[config.mk]
export PLATFORM = sky130hd
export DESIGN_NAME = div_sequencer
export DESIGN_NICKNAME = d
export VERILOG_FILES = /design/src/rtl/div_sequencer.sv
export SDC_FILE = /design/constraint.sdc
export NUM_CORES = 1
export LEC_CHECK = 0
export ABC_AREA = 0
export CORE_ASPECT_RATIO = 2
export CORE_MARGIN = 2
export CORE_UTILIZATION = 55
export CTS_BUF_LIST = sky130_fd_sc_hd__clkbuf_2
export DETAILED_ROUTE_END_ITERATION = 10
export PLACE_DENSITY = 0.83
export SKIP_LAST_GASP = 1
export SLEW_MARGIN = 20
export SYNTH_ARGS = -nofsm -noshare
export SYNTH_HDL_FRONTEND = slang
export SYNTH_SLANG_ARGS = --single-unit
[constraint.sdc]
create_clock -name clk -period 3.69 [get_ports clk]
set_input_delay 0.738 -clock clk [delete_from_list [all_inputs] [get_ports clk]]
set_output_delay 0.738 -clock clk [all_outputs]
set_load 0.03 [all_outputs]
[src/rtl/div_sequencer.sv]
// div_sequencer
//   Iterative radix-2 restoring divide engine for the Execute stage. Serves
//   UDIV/SDIV, holds F/D/E through DivBusyE while iterating, and presents the
//   quotient/remainder with a one-cycle DivValidE pulse.
//
//   Optional build macro: DIV_EARLY_OUT_EN
//     When defined, an operation with |A| < |B| (B != 0) finishes in one
//     cycle (quotient 0, remainder = dividend). Results are identical either
//     way; only latency changes.
//
// Ports:
//   clk        in   rising-edge clock
//   reset      in   asynchronous active-high reset, returns to IDLE
//   StartE     in   divide request (UDIV/SDIV with condition passed)
//   SignedE    in   1 = SDIV, 0 = UDIV, sampled with StartE
//   SrcAE      in   dividend, sampled with StartE
//   SrcBE      in   divisor, sampled with StartE
//   FlushE     in   aborts any operation in progress (beats StartE)
//   DivBusyE   out  stall request to hazard unit
//   DivValidE  out  one-cycle pulse, result valid
//   DivResultE out  quotient
//   DivRemE    out  remainder, sign follows dividend

module div_sequencer #(
    parameter int WIDTH = 32,
    parameter int CNT_W = 6
) (
    input  logic             clk,
    input  logic             reset,
    input  logic             StartE,
    input  logic             SignedE,
    input  logic [WIDTH-1:0] SrcAE,
    input  logic [WIDTH-1:0] SrcBE,
    input  logic             FlushE,
    output logic             DivBusyE,
    output logic             DivValidE,
    output logic [WIDTH-1:0] DivResultE,
    output logic [WIDTH-1:0] DivRemE
);

    typedef enum logic [1:0] {
        IDLE = 2'd0,
        CALC = 2'd1,
        FIX  = 2'd2,
        DONE = 2'd3
    } state_t;

    state_t             state;
    logic [CNT_W-1:0]   stepCnt;
    logic               busyReg;

    // Datapath working registers (no reset; only meaningful while iterating)
    logic [WIDTH-1:0]   divisorR;
    logic [WIDTH-1:0]   quoR;     // dividend bits shift out, quotient bits shift in
    logic [WIDTH-1:0]   remR;
    logic               quoNeg;
    logic               remNeg;

    logic               aNeg;
    logic               bNeg;
    logic [WIDTH-1:0]   magA;
    logic [WIDTH-1:0]   magB;
    logic               startOk;
    logic               shortcut;
    logic               earlyOut;
    logic [WIDTH:0]     shifted;
    logic [WIDTH:0]     diff;

    // Operand conditioning for the start cycle. 0x80000000 negates to itself,
    // which is the correct unsigned magnitude, so SDIV overflow needs no
    // special handling.
    assign aNeg    = SignedE & SrcAE[WIDTH-1];
    assign bNeg    = SignedE & SrcBE[WIDTH-1];
    assign magA    = aNeg ? -SrcAE : SrcAE;
    assign magB    = bNeg ? -SrcBE : SrcBE;
    assign startOk = (state == IDLE) && StartE && !FlushE;

`ifdef DIV_EARLY_OUT_EN
    assign earlyOut = (SrcBE != '0) && (magA < magB);
`else
    assign earlyOut = 1'b0;
`endif

    // Divide-by-zero and early-out both finish with quotient 0, remainder = A
    assign shortcut = (SrcBE == '0) || earlyOut;

    // One restoring step: shift remainder:dividend left, trial-subtract.
    // The remainder is always below the divisor, so WIDTH+1 bits suffice.
    assign shifted = {remR, quoR[WIDTH-1]};
    assign diff    = shifted - {1'b0, divisorR};

    // The stall must be visible in the request cycle itself, before the FSM
    // has left IDLE, hence the combinational start term.
    assign DivBusyE = busyReg | (startOk & ~reset);

    always_ff @(posedge clk) begin
        if (startOk) begin
            divisorR <= magB;
            quoR     <= magA;
            remR     <= '0;
            quoNeg   <= aNeg ^ bNeg;
            remNeg   <= aNeg;
        end else if (state == CALC) begin
            quoR <= {quoR[WIDTH-2:0], ~diff[WIDTH]};
            remR <= diff[WIDTH] ? shifted[WIDTH-1:0] : diff[WIDTH-1:0];
        end
    end

    always_ff @(posedge clk or posedge reset) begin
        if (reset) begin
            state      <= IDLE;
            stepCnt    <= '0;
            busyReg    <= 1'b0;
            DivValidE  <= 1'b0;
            DivResultE <= '0;
            DivRemE    <= '0;
        end else if (FlushE) begin
            state     <= IDLE;
            stepCnt   <= '0;
            busyReg   <= 1'b0;
            DivValidE <= 1'b0;
        end else begin
            case (state)
                IDLE: begin
                    DivValidE <= 1'b0;
                    stepCnt   <= '0;
                    if (StartE) begin
                        if (shortcut) begin
                            DivResultE <= '0;
                            DivRemE    <= SrcAE;
                            DivValidE  <= 1'b1;
                            state      <= DONE;
                        end else begin
                            busyReg <= 1'b1;
                            state   <= CALC;
                        end
                    end
                end
                CALC: begin
                    if (stepCnt == CNT_W'(WIDTH - 1)) begin
                        stepCnt <= '0;
                        state   <= FIX;
                    end else begin
                        stepCnt <= stepCnt + CNT_W'(1);
                    end
                end
                FIX: begin
                    DivResultE <= quoNeg ? -quoR : quoR;
                    DivRemE    <= remNeg ? -remR : remR;
                    busyReg    <= 1'b0;
                    DivValidE  <= 1'b1;
                    state      <= DONE;
                end
                DONE: begin
                    // Same instruction still sits in E, so StartE is ignored
                    DivValidE <= 1'b0;
                    state     <= IDLE;
                end
                default: begin
                    busyReg   <= 1'b0;
                    DivValidE <= 1'b0;
                    state     <= IDLE;
                end
            endcase
        end
    end

endmodule

; ---- Yosys cells after proc, flatten, opt, wreduce, memory -nomap -nowiden
; Cells that the tools add are included.
[totals]
out_inout_bits = 66
word_cells = 76
ff_bits = 172
inputBits = 69
[classes]
n_reduce_logical = 13
n_addsub = 6
bitwise_logic = 8
mux = 29
eq_ne = 9
[ops]
columns = op, n
row1 = $mux W32, 11
row2 = $neg A32 Y32, 4
row3 = $pmux W32 S2, 2
row4 = $sub A33 B32 Y33, 1
row5 = $logic_not A32 Y1, 1
row6 = $mux W6, 2
row7 = $pmux W6 S2, 1
row8 = $mux W2, 4
row9 = $pmux W2 S4, 1
row10 = $add A6 B1 Y6 const B, 1
row11 = $eq A6 B5 Y1 const B, 1
row12 = $mux W1, 6
row13 = $ne A3 B3 Y1 const B, 2
row14 = $reduce_bool A3 Y1, 2
row15 = $eq A2 B2 Y1 const B, 2
row16 = $ne A2 B2 Y1 const B, 2
row17 = $reduce_and A4 Y1, 1
row18 = $reduce_bool A2 Y1, 2
row19 = $reduce_bool A4 Y1, 1
row20 = $and A1 B1 Y1, 3
row21 = $ne A3 B2 Y1 const B, 1
row22 = $not A1 Y1, 3
row23 = $pmux W1 S3, 1
row24 = $reduce_and A3 Y1, 1
row25 = other kinds (8), 9

; ---- Longest topological paths before layout
; Gate-level depths: netlist (run 1).
[logic_depth]
word_depth = 5
depth_mapped = 14
depth_no_buf = 12

; ---- Worst setup path after synthesis (run 1)
; No wires, ideal clock.
[synth_timing]
kind = in2out
startpoint = in reset
endpoint = out DivBusyE
arrival_ns = 2.674
setup_slack_ns = 0.278
required_time_ns = 2.952
n_path_buf = 0
cell_stages = 2
cell_sequence = inv_1 > a21o_1
[synth_between]
elab_chain_cells = 3
[synth_rtl]
columns = element, line_no
row1 = start: declaration, 29  ; input logic reset,
row2 = $not A1 Y1, 94  ; assign DivBusyE = busyReg | (startOk & ~reset);
row3 = $and A1 B1 Y1, 94
row4 = $or A1 B1 Y1, 94
row5 = end: declaration, 35  ; output logic DivBusyE,
; No other way between the ends.

; ---- Worst setup path in the final report (run 1)
[layout_timing]
startpoint = reg quoR[31]
endpoint = reg remR[9]
[layout_between]
elab_chain_cells = 2
[layout_rtl]
columns = element, line_no
row1 = start: declaration, 54  ; logic [WIDTH-1:0] quoR;
row2 = start signal: assignment, 99  ; quoR <= magA;
row3 = start signal: assignment, 104  ; quoR <= {quoR[WIDTH-2:0], ~diff[WIDTH]};
row4 = $sub A33 B32 Y33, 90  ; assign diff = shifted - {1'b0, divisorR};
row5 = $mux W32, 105  ; remR <= diff[WIDTH] ? shifted[WIDTH-1:0] : diff[WIDTH-1:0];
row6 = end signal: assignment, 105
row7 = end: declaration, 55  ; logic [WIDTH-1:0] remR;
; No other way between the ends.
; A chain may end at the register's enable or synchronous reset.

==> results.tsv, run 1 <==
stage	metric	value	unit
floorplan	DIE WIDTH	105.2	um
worst_setup_path	WP data arrival	4290	ps
power	pwr dens	753.3	nW/um2
worst_setup_path	WP depth	14	
yosys	Post-Syn Area	11270	um2
yosys	Post-Syn Area per Cell	8.659	um2
cells_and_area	area grow syn2layout	19.81	%
placed_design	RePlAce Congestion	0.9520	
global_routing	initial antenna violation count	2	
cells_and_area	layout cells sized above 1	0.07850	
floorplan	Cell Rows	74	
yosys	post-synthesis register bit count	172	
min_path	worst hold path class	primary input to async pin	
routing	Vias/cell	5.796	
routing	DRT iter0 DRCs	547	
yosys	synth unique cells	62	
floorplan	CORE AREA	20280	um2
sta	slew margin rel.	0.4215	
power	sequential share of power	0.351	
yosys	synth top area cells	edfxtp_1 (18%), dfrtp_1 (16%), xor2_1 (6.9%)	
yosys	Mapped Nets	1412	
sta	max-slew violation count	0	
power	clock network fraction of total power	0.102	
yosys	Post-synth ARST share	0.4302	
yosys	Post-synth top flop	dfrtp_1	
run_status	status	finished clean	
power	Net Sw Frac	0.4603	
yosys	Seq/Total Area, Yosys	0.3972	
placed_design	Post-DP HPWL	21.93	mm
clock_tree	cts hold-fix bufs	0	
worst_setup_path	kind of critical path	flip-flop to flip-flop	
worst_setup_path	Register-to-Register Path Depth	14	
worst_setup_path	r2r setup slk	110	ps
routing	number of routed nets with antenna violations	0	
yosys	dominant cell type by area after synthesis	edfxtp_1	
global_routing	largest net degree at the start of global routing	68	
cells_and_area	Nets	1563	
sta	TNS Setup	0	ps
global_routing	gr usage total	0.2650	
yosys	Syn Inst Count	1301	
power	Lkg Pwr	5.526	nW
worst_setup_path	CP cell instances	inv_1, ha_1, fa_1, nand2b_1, a21oi_1, o21ai_0, a211oi_1, buf_4, o41ai_1, buf_4, nor2_1, buf_12, mux2i_1, a211oi_1	
floorplan	Die Span Y	206.4	um
global_routing	routing usage on met1	0.2604	
sta	min Tclk post-route	3582	ps
sta	Hold Fails Final Rpt	0	
cells_and_area	final core occ	0.6657	
worst_setup_path	Worst Setup End Kind	flip-flop	
worst_setup_path	CP top delay family	compound AO/OA/AOI/OAI gates	
routing	First-pass DRT Iterations	6	
floorplan	Initial Util	0.5556	
routing	final WL	28.00	mm
placed_design	Place WS	-302.8	ps
sta	f_max	0.2791	GHz
clock_tree	clock slew seen by the registers of the worst setup and hold paths	240	ps
clock_tree	Max H-tree Level	4	
global_routing	grt peak-use layer	met2	
floorplan	num ports	135	
power	Comb pwr share	0.546	
global_routing	met3 Track Usage GR	0.03753	
routing	vias post-DR	10050	
yosys	Synth top area share	0.1759	
sta	WHS	278.8	ps
sta	setup violators final	0	
clock_tree	clk_lat worst skew	800	ps
worst_setup_path	Crit Path Max Fanout	14	
sta	Worst-Margin Slew	864.5	ps
global_routing	grt total ovfl	0	
sta	post-route setup slack	107.6	ps
global_routing	number of global-route vias before repair	9807	
job	Max-Cap Viols	0	
sta	RSZ-0062 raised after global routing	false	
sta	fin crit share	0.9708	
routing	DRC viols	0	
worst_setup_path	Crit path largest cell delay	540	ps
worst_setup_path	CP max-delay cell	edfxtp_1	
clock_tree	clock buffer depth	2	
routing	average wire per standard cell	16.16	um
placed_design	Port Buf Inserts	134	
worst_setup_path	startpoint types	flip-flop	
power	switching power	4.680	mW
power	maximum vdd drop	0.0003577	V
cells_and_area	final instance area	13500	um2
clock_tree	root buf cell	clkbuf_2	
global_routing	M2 GR Usage	0.5083	
yosys	Yosys warning total	0	
power	Internal	5.487	mW
yosys	number of enable flip-flop cells after synthesis	66	
placed_design	Placed Instance Area	13220	um2
global_routing	first-pass GRT wire length	45.95	mm
clock_tree	TritonCTS Buffers	17	
worst_setup_path	crit path buf inv count	4	
floorplan	Die ar.	21710	um2
clock_tree	CTS tree	yes	
clock_tree	clk sinks	172	
sta	final setup skew	28.62	ps
worst_setup_path	critical path data required time	4400	ps
-- what timing repair did --
item | 4_1_cts | 5_1_grt
buffers inserted | 0 | 1
resized for setup | 0 | 2
setup endpoints to repair | 0 | 4
-- sequential cells by signal, indices dropped and copies added, names as in the netlist --
name / count
DivResultE: 32
busyReg: 1
stepCnt: 6
quoNeg: 1
state: 2
DivValidE: 1
remR: 32
divisorR: 32
quoR: 32
DivRemE: 32
remNeg: 1
-- power by group through the flow --
stage	registers [mW]	logic (mW)	clock network (mW)
floorplan	4.01	3.26	0
global placement	3.57	5.35	0
detailed placement	3.61	5.50	0
CTS	3.56	5.53	1.06
global route	3.68	6.12	1.14
finish	3.57	5.55	1.04
-- through the flow --
stage | power [mW] | std cells
floorplan | 7.269 | 1301
global placement | 8.920 | 1698
detailed placement | 9.116 | 1698
CTS | 10.15 | 1730
global route | 10.93 | 1733
finish | 10.17 | 1733
-- per-layer routing --
layer / up-vias / share of wire / wire, um
met5: - / 0 / 0
met4: 0 / 0.054 / 1523
met3: 89 / 0.039 / 1085
met2: 311 / 0.56 / 15550
met1: 4665 / 0.35 / 9843
li1: 4980 / - / -
-- layout by cell type, fill, tap and decap left out, types with 4 or more instances in the layout --
cell type,instances
dfxtp_1,32
nor4_1,13
o41ai_1,14
a21o_1,18
a21oi_1,87
or3_1,10
dfrtp_1,74
a211oi_1,21
nor2b_1,11
nand2_1,174
o21a_1,4
buf_4,61
a31oi_1,11
nand2b_1,15
xor2_1,89
nor3_1,18
o211ai_1,4
edfxtp_1,66
nor3b_1,4
or4_1,18
clkbuf_2,17
nor2_1,100
buf_12,4
clkdlybuf4s50_1,133
a211o_1,4
inv_1,54
nand3_1,14
o21ai_0,137
o31ai_1,63
and2_1,6
ha_1,41
nand4_1,8
xnor2_1,56
mux2i_1,18
nand3b_1,5
-- area by class of cell --
type / count / area, um2
fillers: 1619 / 6779
multi-input cells: 1006 / 6349
flip-flops and latches: 172 / 4474
repair buffers: 198 / 1869
well taps: 266 / 332.8
inverters: 57 / 214.0
clock inverters: 15 / 168.9
clock buffers: 17 / 85.08
diodes: 2 / 5.005
-- kinds of logic after synthesis --
logic type | synth area share
multiplexers | 0.01799
adder cells (fa/ha/maj) | 0.04731
AO/OA/AOI/OAI | 0.2122
buffers and inverters | 0.04154
AND/OR/NAND/NOR | 0.1710
flip-flops | 0.3972
XOR/XNOR | 0.1127
-- final timing paths --
check / start / endpoint
setup / recovery: quoR[31] / remR[9]
hold / removal: reset / DivResultE[1]
setup reg to reg: quoR[31] / remR[9]
hold reg to reg: DivResultE[24] / DivResultE[24]
max in group asynchronous: reset / DivResultE[28]
min in group clk: DivResultE[24] / DivResultE[24]
-- worst min-delay path, stage by stage --
cell,delay (ps)
clkdlybuf4s50_1,410
inv_2,80
buf_4,300
-- synth_stat cells (all sizes together), types with 18 or more instances --
| master | count |
|---|---|
| mux2i | 18 |
| o31ai | 64 |
| a211oi | 21 |
| xor2 | 89 |
| xnor2 | 56 |
| dfxtp | 32 |
| or4 | 21 |
| nor2 | 100 |
| dfrtp | 74 |
| ha | 41 |
| a21oi | 87 |
| inv | 55 |
| a21o | 18 |
| nand2 | 175 |
| o21ai | 138 |
| nor3 | 20 |
| edfxtp | 66 |
| clkbuf | 57 |
No activity file was read; power rests on OpenSTA's default activity.
==> inputs of run 2 (changes only) <==
==> constraint.sdc (replaced) <==
create_clock -name clk -period 3.69 [get_ports clk]
set_input_delay 0.738 -clock clk [delete_from_list [all_inputs] [get_ports clk]]
set_output_delay 0.738 -clock clk [all_outputs]
set_load 0.05 [all_outputs]
==> run 2 against run 1 <==
Sequential cell count is the same. Routed wire length increased by 0.87%. Sequential share of layout area grew 0.29 points. Hold slack worse by 61 ps. Sequential power is essentially flat. First-iteration DRC count down 6.6%. Register-to-register slack gained 160 ps. Global-route usage rose by 0.15 points. Setup slack better by 160 ps.
==> results.tsv, run 2 (synthesis results as in run 1) <==
stage	metric	value	unit	change
worst_setup_path	CP max-delay cell	edfxtp_1		unchanged
routing	First-pass DRT Iterations	5		was 6
sta	final setup skew	36.62	ps	was 28.62 ps
cells_and_area	Storage cell area	4474	um2	unchanged
sta	slew margin rel.	0.2917		was 0.4215
global_routing	first-pass GRT wire length	46.46	mm	was 45.95 mm
cells_and_area	commonest non-fill, non-tap cell in the layout	nand2_1		unchanged
cells_and_area	layout cells sized above 1	0.07666		was 0.07850
clock_tree	cts hold-fix bufs	0		unchanged
worst_setup_path	CP top delay family	compound AO/OA/AOI/OAI gates		unchanged
global_routing	gr usage total	0.2665		was 0.2650
clock_tree	clk_lat worst skew	810	ps	was 800 ps
worst_setup_path	kind of critical path	flip-flop to flip-flop		unchanged
clock_tree	Max H-tree Level	4		unchanged
placed_design	Place WS	-346.9	ps	was -302.8 ps
clock_tree	postcts setup bufs	0		unchanged
cells_and_area	fill count	1617		was 1619
worst_setup_path	worst setup path startpoint	quoR[31]		unchanged
global_routing	largest net degree at the start of global routing	68		unchanged
floorplan	CORE AREA	20280	um2	unchanged
worst_setup_path	r2r startpoint	quoR[31]		unchanged
worst_setup_path	critical path data required time	4460	ps	was 4400 ps
power	pwr dens	778.6	nW/um2	was 753.3 nW/um2
job	Max-Cap Viols	0		unchanged
floorplan	Die Span Y	206.4	um	unchanged
sta	WHS	217.5	ps	was 278.8 ps
worst_setup_path	Crit Path Max Fanout	4		was 14
worst_setup_path	Worst Setup End Kind	flip-flop		unchanged
min_path	worst hold path class	primary input to async pin		unchanged
floorplan	DIE WIDTH	105.2	um	unchanged
clock_tree	clk sinks	172		unchanged
routing	average wire per standard cell	16.32	um	was 16.16 um
worst_setup_path	Crit path largest cell delay	480	ps	was 540 ps
clock_tree	root buf cell	clkbuf_2		unchanged
cells_and_area	area of the multi-input gates	6344	um2	was 6349 um2
routing	final WL	28.24	mm	was 28.00 mm
routing	DRT iter0 DRCs	511		was 547
sta	setup violators final	0		unchanged
routing	Vias/cell	5.847		was 5.796
sta	max-slew violation count	0		unchanged
sta	fin crit share	0.9272		was 0.9708
routing	vias post-DR	10120		was 10050
clock_tree	TritonCTS Buffers	17		unchanged
floorplan	num ports	135		unchanged
floorplan	Initial Util	0.5556		unchanged
sta	min Tclk post-route	3421	ps	was 3582 ps
global_routing	initial antenna violation count	2		unchanged
power	maximum vdd drop	0.0003457	V	was 0.0003577 V
clock_tree	clock slew seen by the registers of the worst setup and hold paths	230	ps	was 240 ps
global_routing	number of global-route vias before repair	9891		was 9807
cells_and_area	area grow syn2layout	18.79	%	was 19.81%
worst_setup_path	crit path buf inv count	2		was 4
power	total power	10.42	mW	was 10.17 mW
worst_setup_path	WP data arrival	4190	ps	was 4290 ps
floorplan	Cell Rows	74		unchanged
clock_tree	clock buffer depth	2		unchanged
sta	f_max	0.2923	GHz	was 0.2791 GHz
sta	Hold Fails Final Rpt	0		unchanged
sta	post-route setup slack	268.6	ps	was 107.6 ps
global_routing	grt total ovfl	0		unchanged
worst_setup_path	CP cell instances	inv_1, ha_1, fa_1, nand2b_1, a21oi_1, o21ai_0, buf_4, a21o_1, o21ai_1, a221oi_1, o21ai_0, mux2_2, a21oi_1		was inv_1, ha_1, fa_1, nand2b_1, a21oi_1, o21ai_0, a211oi_1, buf_4, o41ai_1, buf_4, nor2_1, buf_12, mux2i_1, a211oi_1
cells_and_area	Nets	1559		was 1563
routing	number of routed nets with antenna violations	0		unchanged
sta	Worst-Margin Slew	1062	ps	was 864.5 ps
cells_and_area	commonest cells after routing, fill and taps aside	nand2_1 (174), o21ai_0 (137), clkdlybuf4s50_1 (133)		unchanged
run_status	status	finished clean		unchanged
clock_tree	post-CTS sizing	0		unchanged
placed_design	Port Buf Inserts	134		unchanged
floorplan	Die ar.	21710	um2	unchanged
power	Lkg Pwr	5.488	nW	was 5.526 nW
placed_design	Post-DP HPWL	21.51	mm	was 21.93 mm
sta	RSZ-0062 raised after global routing	false		unchanged
worst_setup_path	startpoint types	flip-flop		unchanged
routing	DRC viols	0		unchanged
placed_design	RePlAce Congestion	0.9610		was 0.9520
clock_tree	CTS tree	yes		unchanged
## run 2: cell count changes in the layout (fill, tap and decap cells not counted), sizes merged
cell	previous run	this run
bufinv	3	1
clkbuf	17	22
clkinv	7	4
clkinvlp	1	0
inv	61	62
buf	65	61
diode	2	3
## run 2: where the power goes
part	switching [mW]	total, mW	leakage, nW	internal, mW
logic	3.70	5.96	3.48	2.26
clock network	0.633	0.883	0.141	0.250
registers	0.753	3.58	1.87	2.83
total	5.09	10.4	5.49	5.33
## run 2: area by class of cell
type	instances	area share
clock inverters	10	0.005516
well taps	266	0.02487
inverters	57	0.01599
diodes	3	0.0005610
multi-input cells	1006	0.4740
flip-flops and latches	172	0.3343
repair buffers	194	0.1365
clock buffers	22	0.008227
## run 2: worst paths after layout
kind | slack [ps] | depth (start not counted) | end
max in group asynchronous | 2370 | 3 | DivResultE[28]
hold / removal | 220 | 2 | DivResultE[10]
hold reg to reg | 500 | 2 | DivResultE[7]
min in group clk | 500 | 2 | DivResultE[7]
setup / recovery | 270 | 13 | remR[30]
setup reg to reg | 270 | 13 | remR[30]
## run 2: metrics by stage
stage               instances  instance area, um2  TNS (ps)    util
floorplan                1301               11270         0       -
global placement         1695               13180    -12280  0.6502
detailed placement       1695               13180    -18180  0.6502
CTS                      1727               13370         0  0.6593
global route             1729               13380         0  0.6599
finish                   1730               13380         0  0.6600
## run 2: worst register-to-register path, cell delays in order, from the launching register on
cell	delay (ps)
edfxtp_1	480
inv_1	120
ha_1	220
fa_1	380
nand2b_1	190
a21oi_1	190
o21ai_0	230
buf_4	230
a21o_1	160
o21ai_1	290
a221oi_1	180
o21ai_0	240
mux2_2	360
a21oi_1	120
## run 2: per-layer routing
| metal | vias up | wire length, um | track usage |
|---|---|---|---|
| met5 | - | 0 | 0 |
| met3 | 91 | 1197 | 0.03910 |
| met1 | 4729 | 10090 | 0.2699 |
| li1 | 4963 | - | - |
| met2 | 332 | 15620 | 0.5101 |
| met4 | 0 | 1331 | 0.1519 |
